**config.mk**
```make
export PLATFORM = sky130hd
export DESIGN_NAME = s1_fluxo_pontuacao
export DESIGN_NICKNAME = d
export VERILOG_FILES = /design/src/rtl/s1_fluxo_pontuacao.sv
export SDC_FILE = /design/constraint.sdc
export NUM_CORES = 1
export LEC_CHECK = 0
export CORE_ASPECT_RATIO = 0.8
export CORE_UTILIZATION = 53
export CTS_CLUSTER_DIAMETER = 40
export DETAILED_ROUTE_END_ITERATION = 16
export MAX_ROUTING_LAYER = met4
export PLACE_DENSITY = 0.76
export SYNTH_ARGS = -nofsm -noshare
export SYNTH_HDL_FRONTEND = slang
export SYNTH_SLANG_ARGS = --single-unit
```
**constraint.sdc**
```tcl
create_clock -name clock -period 3.6 [get_ports clock]
set_input_delay 0.9 -clock clock [delete_from_list [all_inputs] [get_ports clock]]
set_output_delay 0.9 -clock clock [all_outputs]
set_load 0.01 [all_outputs]
```
**src/rtl/s1_fluxo_pontuacao.sv**
```systemverilog
// s1_fluxo_pontuacao
// Scoring/error datapath driven by the S1 game control FSM strobes.
// Owns the round counter L, the per-round error counter, a per-round
// error memory and the points register. At game end the FSM walks L
// over the memory, and each regPontos subtracts mem[L]*PENALIDADE from
// the score. The subtraction saturates at zero.
//
// Ports:
//   clock        : system clock (rising edge)
//   reset        : asynchronous, active-low clear of all state
//   zeraL/contaL : clear / increment L (saturates at NUM_RODADAS-1)
//   zeraErro/contaErro : clear / increment round error count (saturates at 15)
//   regErro      : mem[L] <= erros_rodada (pre-edge values)
//   zeraMemErro  : clear whole error memory
//   zeraPontos   : pontos <= PONTOS_INICIAIS
//   regPontos    : pontos <= sat(pontos - mem[L]*PENALIDADE)
//   fimL         : L == NUM_RODADAS-1 (combinational)
//   limite       : current L
//   erros_rodada : current round error count
//   erro_atual   : mem[L] (combinational read)
//   pontos       : points register
module s1_fluxo_pontuacao #(
  parameter int unsigned NUM_RODADAS     = 16,
  parameter int unsigned PONTOS_INICIAIS = 100,
  parameter int unsigned PENALIDADE      = 5
) (
  input  logic       clock,
  input  logic       reset,
  input  logic       zeraL,
  input  logic       contaL,
  input  logic       zeraErro,
  input  logic       contaErro,
  input  logic       regErro,
  input  logic       zeraMemErro,
  input  logic       zeraPontos,
  input  logic       regPontos,
  output logic       fimL,
  output logic [3:0] limite,
  output logic [3:0] erros_rodada,
  output logic [3:0] erro_atual,
  output logic [6:0] pontos
);

  localparam logic [3:0] L_MAX      = 4'(NUM_RODADAS - 1);
  localparam logic [6:0] PONTOS_INI = 7'(PONTOS_INICIAIS);
  localparam logic [6:0] PENAL      = 7'(PENALIDADE);

  logic [3:0] l_q, l_d;
  logic [3:0] erros_q, erros_d;
  logic [3:0] mem_q [NUM_RODADAS];
  logic [3:0] mem_d [NUM_RODADAS];
  logic [6:0] pontos_q, pontos_d;
  logic [6:0] penalidade;

  // Combinational read of the current round's entry; also feeds the penalty.
  assign erro_atual   = mem_q[l_q];
  assign fimL         = (l_q == L_MAX);
  assign limite       = l_q;
  assign erros_rodada = erros_q;
  assign pontos       = pontos_q;

  assign penalidade   = 7'(erro_atual) * PENAL;

  always_comb begin
    l_d = l_q;
    if (zeraL) begin
      l_d = '0;
    end else if (contaL && (l_q != L_MAX)) begin
      l_d = l_q + 4'd1;
    end
  end

  always_comb begin
    erros_d = erros_q;
    if (zeraErro) begin
      erros_d = '0;
    end else if (contaErro && (erros_q != 4'hF)) begin
      erros_d = erros_q + 4'd1;
    end
  end

  // regErro uses pre-edge L and erros_q, so same-cycle contaL/contaErro
  // only affect the following cycle.
  always_comb begin
    for (int unsigned i = 0; i < NUM_RODADAS; i++) begin
      mem_d[i] = mem_q[i];
    end
    if (zeraMemErro) begin
      for (int unsigned i = 0; i < NUM_RODADAS; i++) begin
        mem_d[i] = '0;
      end
    end else if (regErro) begin
      mem_d[l_q] = erros_q;
    end
  end

  always_comb begin
    pontos_d = pontos_q;
    if (zeraPontos) begin
      pontos_d = PONTOS_INI;
    end else if (regPontos) begin
      pontos_d = (pontos_q >= penalidade) ? (pontos_q - penalidade) : '0;
    end
  end

  always_ff @(posedge clock or negedge reset) begin
    if (!reset) begin
      l_q      <= '0;
      erros_q  <= '0;
      pontos_q <= PONTOS_INI;
      for (int unsigned i = 0; i < NUM_RODADAS; i++) begin
        mem_q[i] <= '0;
      end
    end else begin
      l_q      <= l_d;
      erros_q  <= erros_d;
      pontos_q <= pontos_d;
      for (int unsigned i = 0; i < NUM_RODADAS; i++) begin
        mem_q[i] <= mem_d[i];
      end
    end
  end

endmodule

```
## Word level (Yosys, flattened, before mapping)

Cells that the tools add are included.

- Add/subtract/negate cells: 3
- Multiply operators: 1
- $lt $le $gt $ge: 3
- Eq/ne operators: 3
- Multiplexer cells: 15
- Bitwise operators: 1
- Reductions and logical operators: 7

Operator list:

| kind | count |
|---|---|
| $mux 64 | 2 |
| $bwmux 64 | 1 |
| $mux 4 | 7 |
| $mux 7 | 3 |
| $bmux 4 s4 | 1 |
| $demux 4 s4 | 1 |
| $add 4x1->4 const B | 2 |
| $ne 4x4->1 const B | 2 |
| $reduce_bool 2->1 | 4 |
| $ge 7x7->1 | 1 |
| $mul 4x3->7 const B | 1 |
| $sub 7x7->7 | 1 |
| $ge 5x5->1 const B | 1 |
| $lt 5x1->1 const B | 1 |
| $not 4->5 | 1 |
| $eq 4x4->1 const B | 1 |
| $logic_and 1x1->1 | 3 |

- Register bits: 79
- Input port bits: 10
- Output and inout port bits: 20
- Word-level logic and storage cells: 52

## Depth between registers and ports, before layout

Gate-level depths: netlist (run 1).

- Depth after elaboration: 9
- Depth in mapped cells: 16
- Mapped depth without buffers: 14

## Worst setup path after synthesis (run 1)

Ideal clock, no wire load.

- Path kind: flip-flop to flip-flop
- From: reg l_q[0], in the netlist limite[0]
- To: reg pontos_q[2], in the netlist pontos[2]
- Setup time: 84 ps
- Arrival time: 3922 ps
- Data required time: 3516 ps
- Slack: -406 ps
- Stages on the path, launching flop included: 15
- Path buffers: 2
- Period minus slack after synthesis: 4006 ps
- Path through: dfrtp_1 buf_6 buf_12 mux4_1 mux4_2 ha_1 ha_1 fa_1 inv_1 ha_1 a21oi_1 nand2_1 o2111ai_1 nand2_1 a311o_1

- Longest elaborated chain between the ends: 9
- Elaborated cells between the ends (all ways): 10
- Those cells by class: add/sub: 1; mul: 1; order compare: 1; mux: 6; bitwise: 1

Ends and longest elaborated chain:

| item | line | RTL |
|---|---|---|
| start, declared | 48 | `logic [3:0] l_q, l_d;` |
| start signal, assigned | 115 | `l_q <= l_d;` |
| $not 4->5 (implied by the code) * | 56 | `assign erro_atual = mem_q[l_q];` |
| $bmux 4 s4 * | 56 |  |
| $mux 4 (implied by the code) * (2 in series) | 56 |  |
| named net erro_atual[2] | 40 | `output logic [3:0] erro_atual,` |
| $mul 4x3->7 * | 62 | `assign penalidade = 7'(erro_atual) * PENAL;` |
| $sub 7x7->7 or $ge 7x7->1 (tied branches) | 102 | `pontos_d = (pontos_q >= penalidade) ? (pontos_q - penalidade) : '0;` |
| $mux 7 * | 102 |  |
| $mux 7 * | 101 | `end else if (regPontos) begin` |
| $mux 7 * | 99 | `if (zeraPontos) begin` |
| end signal, assigned | 117 | `pontos_q <= pontos_d;` |
| end, declared | 52 | `logic [6:0] pontos_q, pontos_d;` |

The timed path passes the listed nets; every way through them passes the cells marked *. The select of a mux whose other input is x is not followed.
A chain may end at the register's enable or synchronous reset.

## Worst setup path in the final report (run 1)

- From: reg l_q[0], in the netlist limite[0]
- To: reg pontos_q[2], in the netlist pontos[2]

- Longest elaborated chain between the ends: 9
- Elaborated cells between the ends (all ways): 10
- Those cells by class: add/sub: 1; mul: 1; order compare: 1; mux: 6; bitwise: 1

Ends and longest elaborated chain:

| item | line |
|---|---|
| $not 4->5 (implied by the code) * | 56 |
| $bmux 4 s4 * | 56 |
| $mux 4 (implied by the code) * (2 in series) | 56 |
| $mul 4x3->7 * | 62 |
| $sub 7x7->7 or $ge 7x7->1 (tied branches) | 102 |
| $mux 7 * | 102 |
| $mux 7 * | 101 |
| $mux 7 * | 99 |

Mark *: on every way between the ends. The rest lies on a longest branch, timed or not. The select of a mux whose other input is x is not followed.

==> reports/metrics.csv, run 1 <==
stage;metric;value;unit
placement;number of I/O port buffers;29;
yosys;Yosys warnings;0;
drt;Initial DRT Pass Iterations;5;
final_layout;multi-input logic area;0.002275;sq mm
clock_tree;Root Driver;clkbuf_8;
pwr;worst vdd ir;0.0002459;V
setup_path;CP Capture Type;flip-flop;
global_route;grt met3 use;0.05024;
setup_path;Crit-path slowest cell;mux4_2;
clock_tree;hold buffers post-CTS;0;
global_route;vias in the first global route;3065;
die;die area;0.008623;sq mm
global_route;first-pass GRT wire length;16800;um
clock_tree;Sink Count;79;
pwr;PwrDens;397.1;mW/mm^2
final_layout;Nets;454;
die;Die Width;103.6;um
final_layout;n_diodes;0;
sta;Max Clk Rate;257.1;MHz
clock_tree;Worst-Skew Late Latency;0.35;ns
yosys;Mapped Area;0.004374;sq mm
setup_path;crit-path max FO;6;
die;Die Ht;83.26;um
setup_path;required time of the critical path;3.87;ns
global_route;initial antenna violation count;0;
yosys;syn nets;411;
drt;first-iteration detailed-routing DRC count;209;
sta;final worst slack;-0.2902;ns
hold_path;Hold WC Path Type;reg -> reg;
die;cell row count;29;
pwr;Pwr Total;2062;uW
setup_path;CP Class;reg -> reg;
setup_path;Setup crit start;limite[0];
final_layout;Register Area;0.001982;sq mm
drt;DRC;0;
job;Max Cap Viol;0;
drt;Avg Vias per Cell;5.764;
setup_path;cell mode on critical path;ha_4;
sta;Setup violations, final;7;
run_status;failing checks;setup timing;
run_status;status;finished, violations left;
yosys;number of synthesized register bits;79;
setup_path;Buffers & Inverters on Critical Path;2;
setup_path;worst r2r path cells;13;
yosys;Post-synth EDFFs;0;
die;initial cell density of the core;0.5505;
hold_path;hold path startpoint;mem_q[44];
drt;Detail Route Antenna Nets;0;
setup_path;critical path depth;13;
clock_tree;Max Root-Sink Buffers;2;
placement;HPWL Detailed;6563;um
drt;detailed-route via count;3101;
die;core area;0.007946;sq mm
global_route;M2 GR Usage;0.3771;
final_layout;fin util;0.6536;
sta;fin crit share;1.081;
placement;GPL Wtd Cong;0.8584;
setup_path;Crit path arrival time;4.16;ns
yosys;number of distinct library cells after synthesis;45;
sta;Worst Max-Slew Pin Slew;1.142;ns
sta;Final Hold Viols;0;
clock_tree;clk slew on worst S/H paths;0.09;ns
global_route;gr ovfl total;0;
setup_path;critical path's largest stage delay;0.54;ns
global_route;Total Routing Usage GR;0.2616;
final_layout;layout cell share with drive strength beyond 1;0.1860;
global_route;grt peak-use layer;met1;
global_route;largest net degree at the start of global routing;80;
setup_path;R2R Path Start;limite[0];
sta;RSZ-0062 raised after global routing;true;
setup_path;Top delay family on crit path;adder cells;
sta;fin crit period;3.890;ns
final_layout;number of fillers in the final layout;585;
die;Ports;30;
drt;WL final;10310;um
clock_tree;CTS tree;done;
drt;Avg WL per Cell;19.17;um
clock_tree;H-tree depth;3;
yosys;cell count after synthesis;382;
clock_tree;number of buffers created by CTS;9;
yosys;top_reg_cell synth;dfrtp_1;
hold_path;Hold Path Cell Cnt;2;
sta;Clock Skews;0.01334;ns
sta;Slew Viols, Final;0;
global_route;met1 usage;0.3812;
setup_path;Critical Path Start Type;flip-flop;
pwr;Leakage;0.002619;uW
yosys;Synth async-reset ratio;1.000;
final_layout;area delta synth->final;18.74;%
yosys;register area share after synthesis;0.4528;
yosys;Syn Area/Cell;11.45;sq um
setup_path;worst-path cell chain;clkbuf_16 > mux4_2 > mux4_2 > ha_4 > ha_4 > fa_2 > inv_2 > ha_4 > a21oi_4 > nand2_2 > o2111ai_2 > nand2_2 > a311o_1;
sta;Slew headroom;0.2389;
==> through the flow <==
step | instances | area, sq um | TNS [ns] | hold WS [ns] | setup slack, ns
6_report | 538 | 5194 | -1.792 | 0.5257 | -0.2902
3_5_place_dp | 511 | 4883 | -1.614 | 0.5056 | -0.2931
2_1_floorplan | 382 | 4437 | -1.077 | 0.4774 | -0.1970
5_1_grt | 538 | 5194 | -2.678 | 0.5477 | -0.4238
3_3_place_gp | 511 | 4883 | -1.024 | 0.4970 | -0.1997
4_1_cts | 534 | 5174 | -1.485 | 0.5236 | -0.2460
==> synth_stat cells, drive strengths merged (3+ instances only) <==
cell type | instances | area [sq um]
a21oi | 8 | 40.04
buf | 10 | 73.82
clkbuf | 17 | 63.81
dfrtp | 76 | 1902
dfstp | 3 | 78.83
ha | 17 | 212.7
inv | 8 | 30.03
mux2i | 66 | 660.6
mux4 | 19 | 473.0
nand2 | 7 | 26.28
nand2b | 4 | 25.02
nand3 | 13 | 65.06
nand4 | 4 | 25.02
nor2 | 81 | 304.0
nor2b | 6 | 37.54
nor3 | 6 | 30.03
xnor2 | 5 | 43.79
xor2 | 3 | 26.28
==> timing repair <==
action                     in CTS  in global routing
resized for setup               7                  7
hold endpoints to repair        0                  0
setup buffers                   6                  4
gates cloned                    1                  1
setup endpoints to repair      10                 10
pin swaps                       1                  2
==> flip-flops by register name, summed over array words and instances, names as in the netlist <==
register and count:
pontos 7, limite 4, mem_q 64, erros_rodada 4
==> power breakdown <==
part / internal (uW) / total, uW / switching [uW] / leakage [uW]
clock: 342 / 683 / 341 / 0.0000989
sequential: 915 / 944 / 29.1 / 0.00109
combinational: 215 / 435 / 221 / 0.00143
==> worst paths after layout <==
check                                  to  slack (ns)
worst min-delay path            mem_q[44]        0.53
worst max-delay path            pontos[2]       -0.29
min in group asynchronous       mem_q[19]        0.69
max in group asynchronous       limite[0]        2.21
worst max register to register  pontos[2]       -0.29
worst min register to register  mem_q[44]        0.53
==> cell type report <==
type | instances | share of cell area
clock buffers | 10 | 0.02650
multi-input cells | 268 | 0.4380
repair buffers | 59 | 0.1091
well taps | 108 | 0.02602
inverters | 8 | 0.005782
clock inverters | 6 | 0.01301
flip-flops and latches | 79 | 0.3816
==> metal layers <==
metal	vias up	share of wire
met2	108	0.45
met1	1540	0.47
met4	0	0.016
met5	-	0
met3	21	0.062
li1	1432	-
==> cells by family (layout without fill, tap and decap cells) <==
| group | Yosys count | count (layout) | share of synthesized area |
|---|---|---|---|
| muxes | 85 | 85 | 0.2592 |
| AOI/OAI and AO/OA | 27 | 27 | 0.04463 |
| adders and majority gates | 19 | 19 | 0.05778 |
| xor gates and xnor gates | 8 | 8 | 0.01602 |
| buffers and inverters | 35 | 83 | 0.03833 |
| DFF | 79 | 79 | 0.4528 |
| and+or+nand+nor | 129 | 129 | 0.1313 |
==> placed cells by master, fill, tap and decap left out, types with 3 or more instances in the layout <==
cell | netlist | layout
nand2b_1 | 4 | 4
dfstp_2 | 3 | 3
ha_4 | 0 | 4
nand2_1 | 7 | 5
nor2_1 | 81 | 81
buf_12 | 1 | 3
nand3_1 | 13 | 13
mux4_2 | 7 | 15
clkdlybuf4s50_1 | 0 | 24
nor3_1 | 6 | 6
xor2_1 | 3 | 3
clkbuf_8 | 0 | 10
nor2b_1 | 6 | 6
a21oi_1 | 8 | 7
dfrtp_1 | 76 | 75
mux4_1 | 12 | 4
ha_1 | 17 | 13
buf_4 | 0 | 27
nand4_1 | 4 | 4
mux2i_1 | 66 | 66
xnor2_1 | 5 | 5
inv_1 | 8 | 7
==> worst min-delay path, delay by kind of cell, from the launching register on <==
| kind | cells | cell delay [ns] |
|---|---|---|
| mux | 1 | 0.07 |
| flops | 1 | 0.34 |
| simple gates | 1 | 0.08 |
No activity file was read; power rests on OpenSTA's default activity.
==> run 2, diff against run 1 <==
Settings changed: GPL_ROUTABILITY_DRIVEN set to 0, SLEW_MARGIN set to 10.
==> results of run 2 <==
The final DEF is identical to that of run 1; final timing and power are the same.
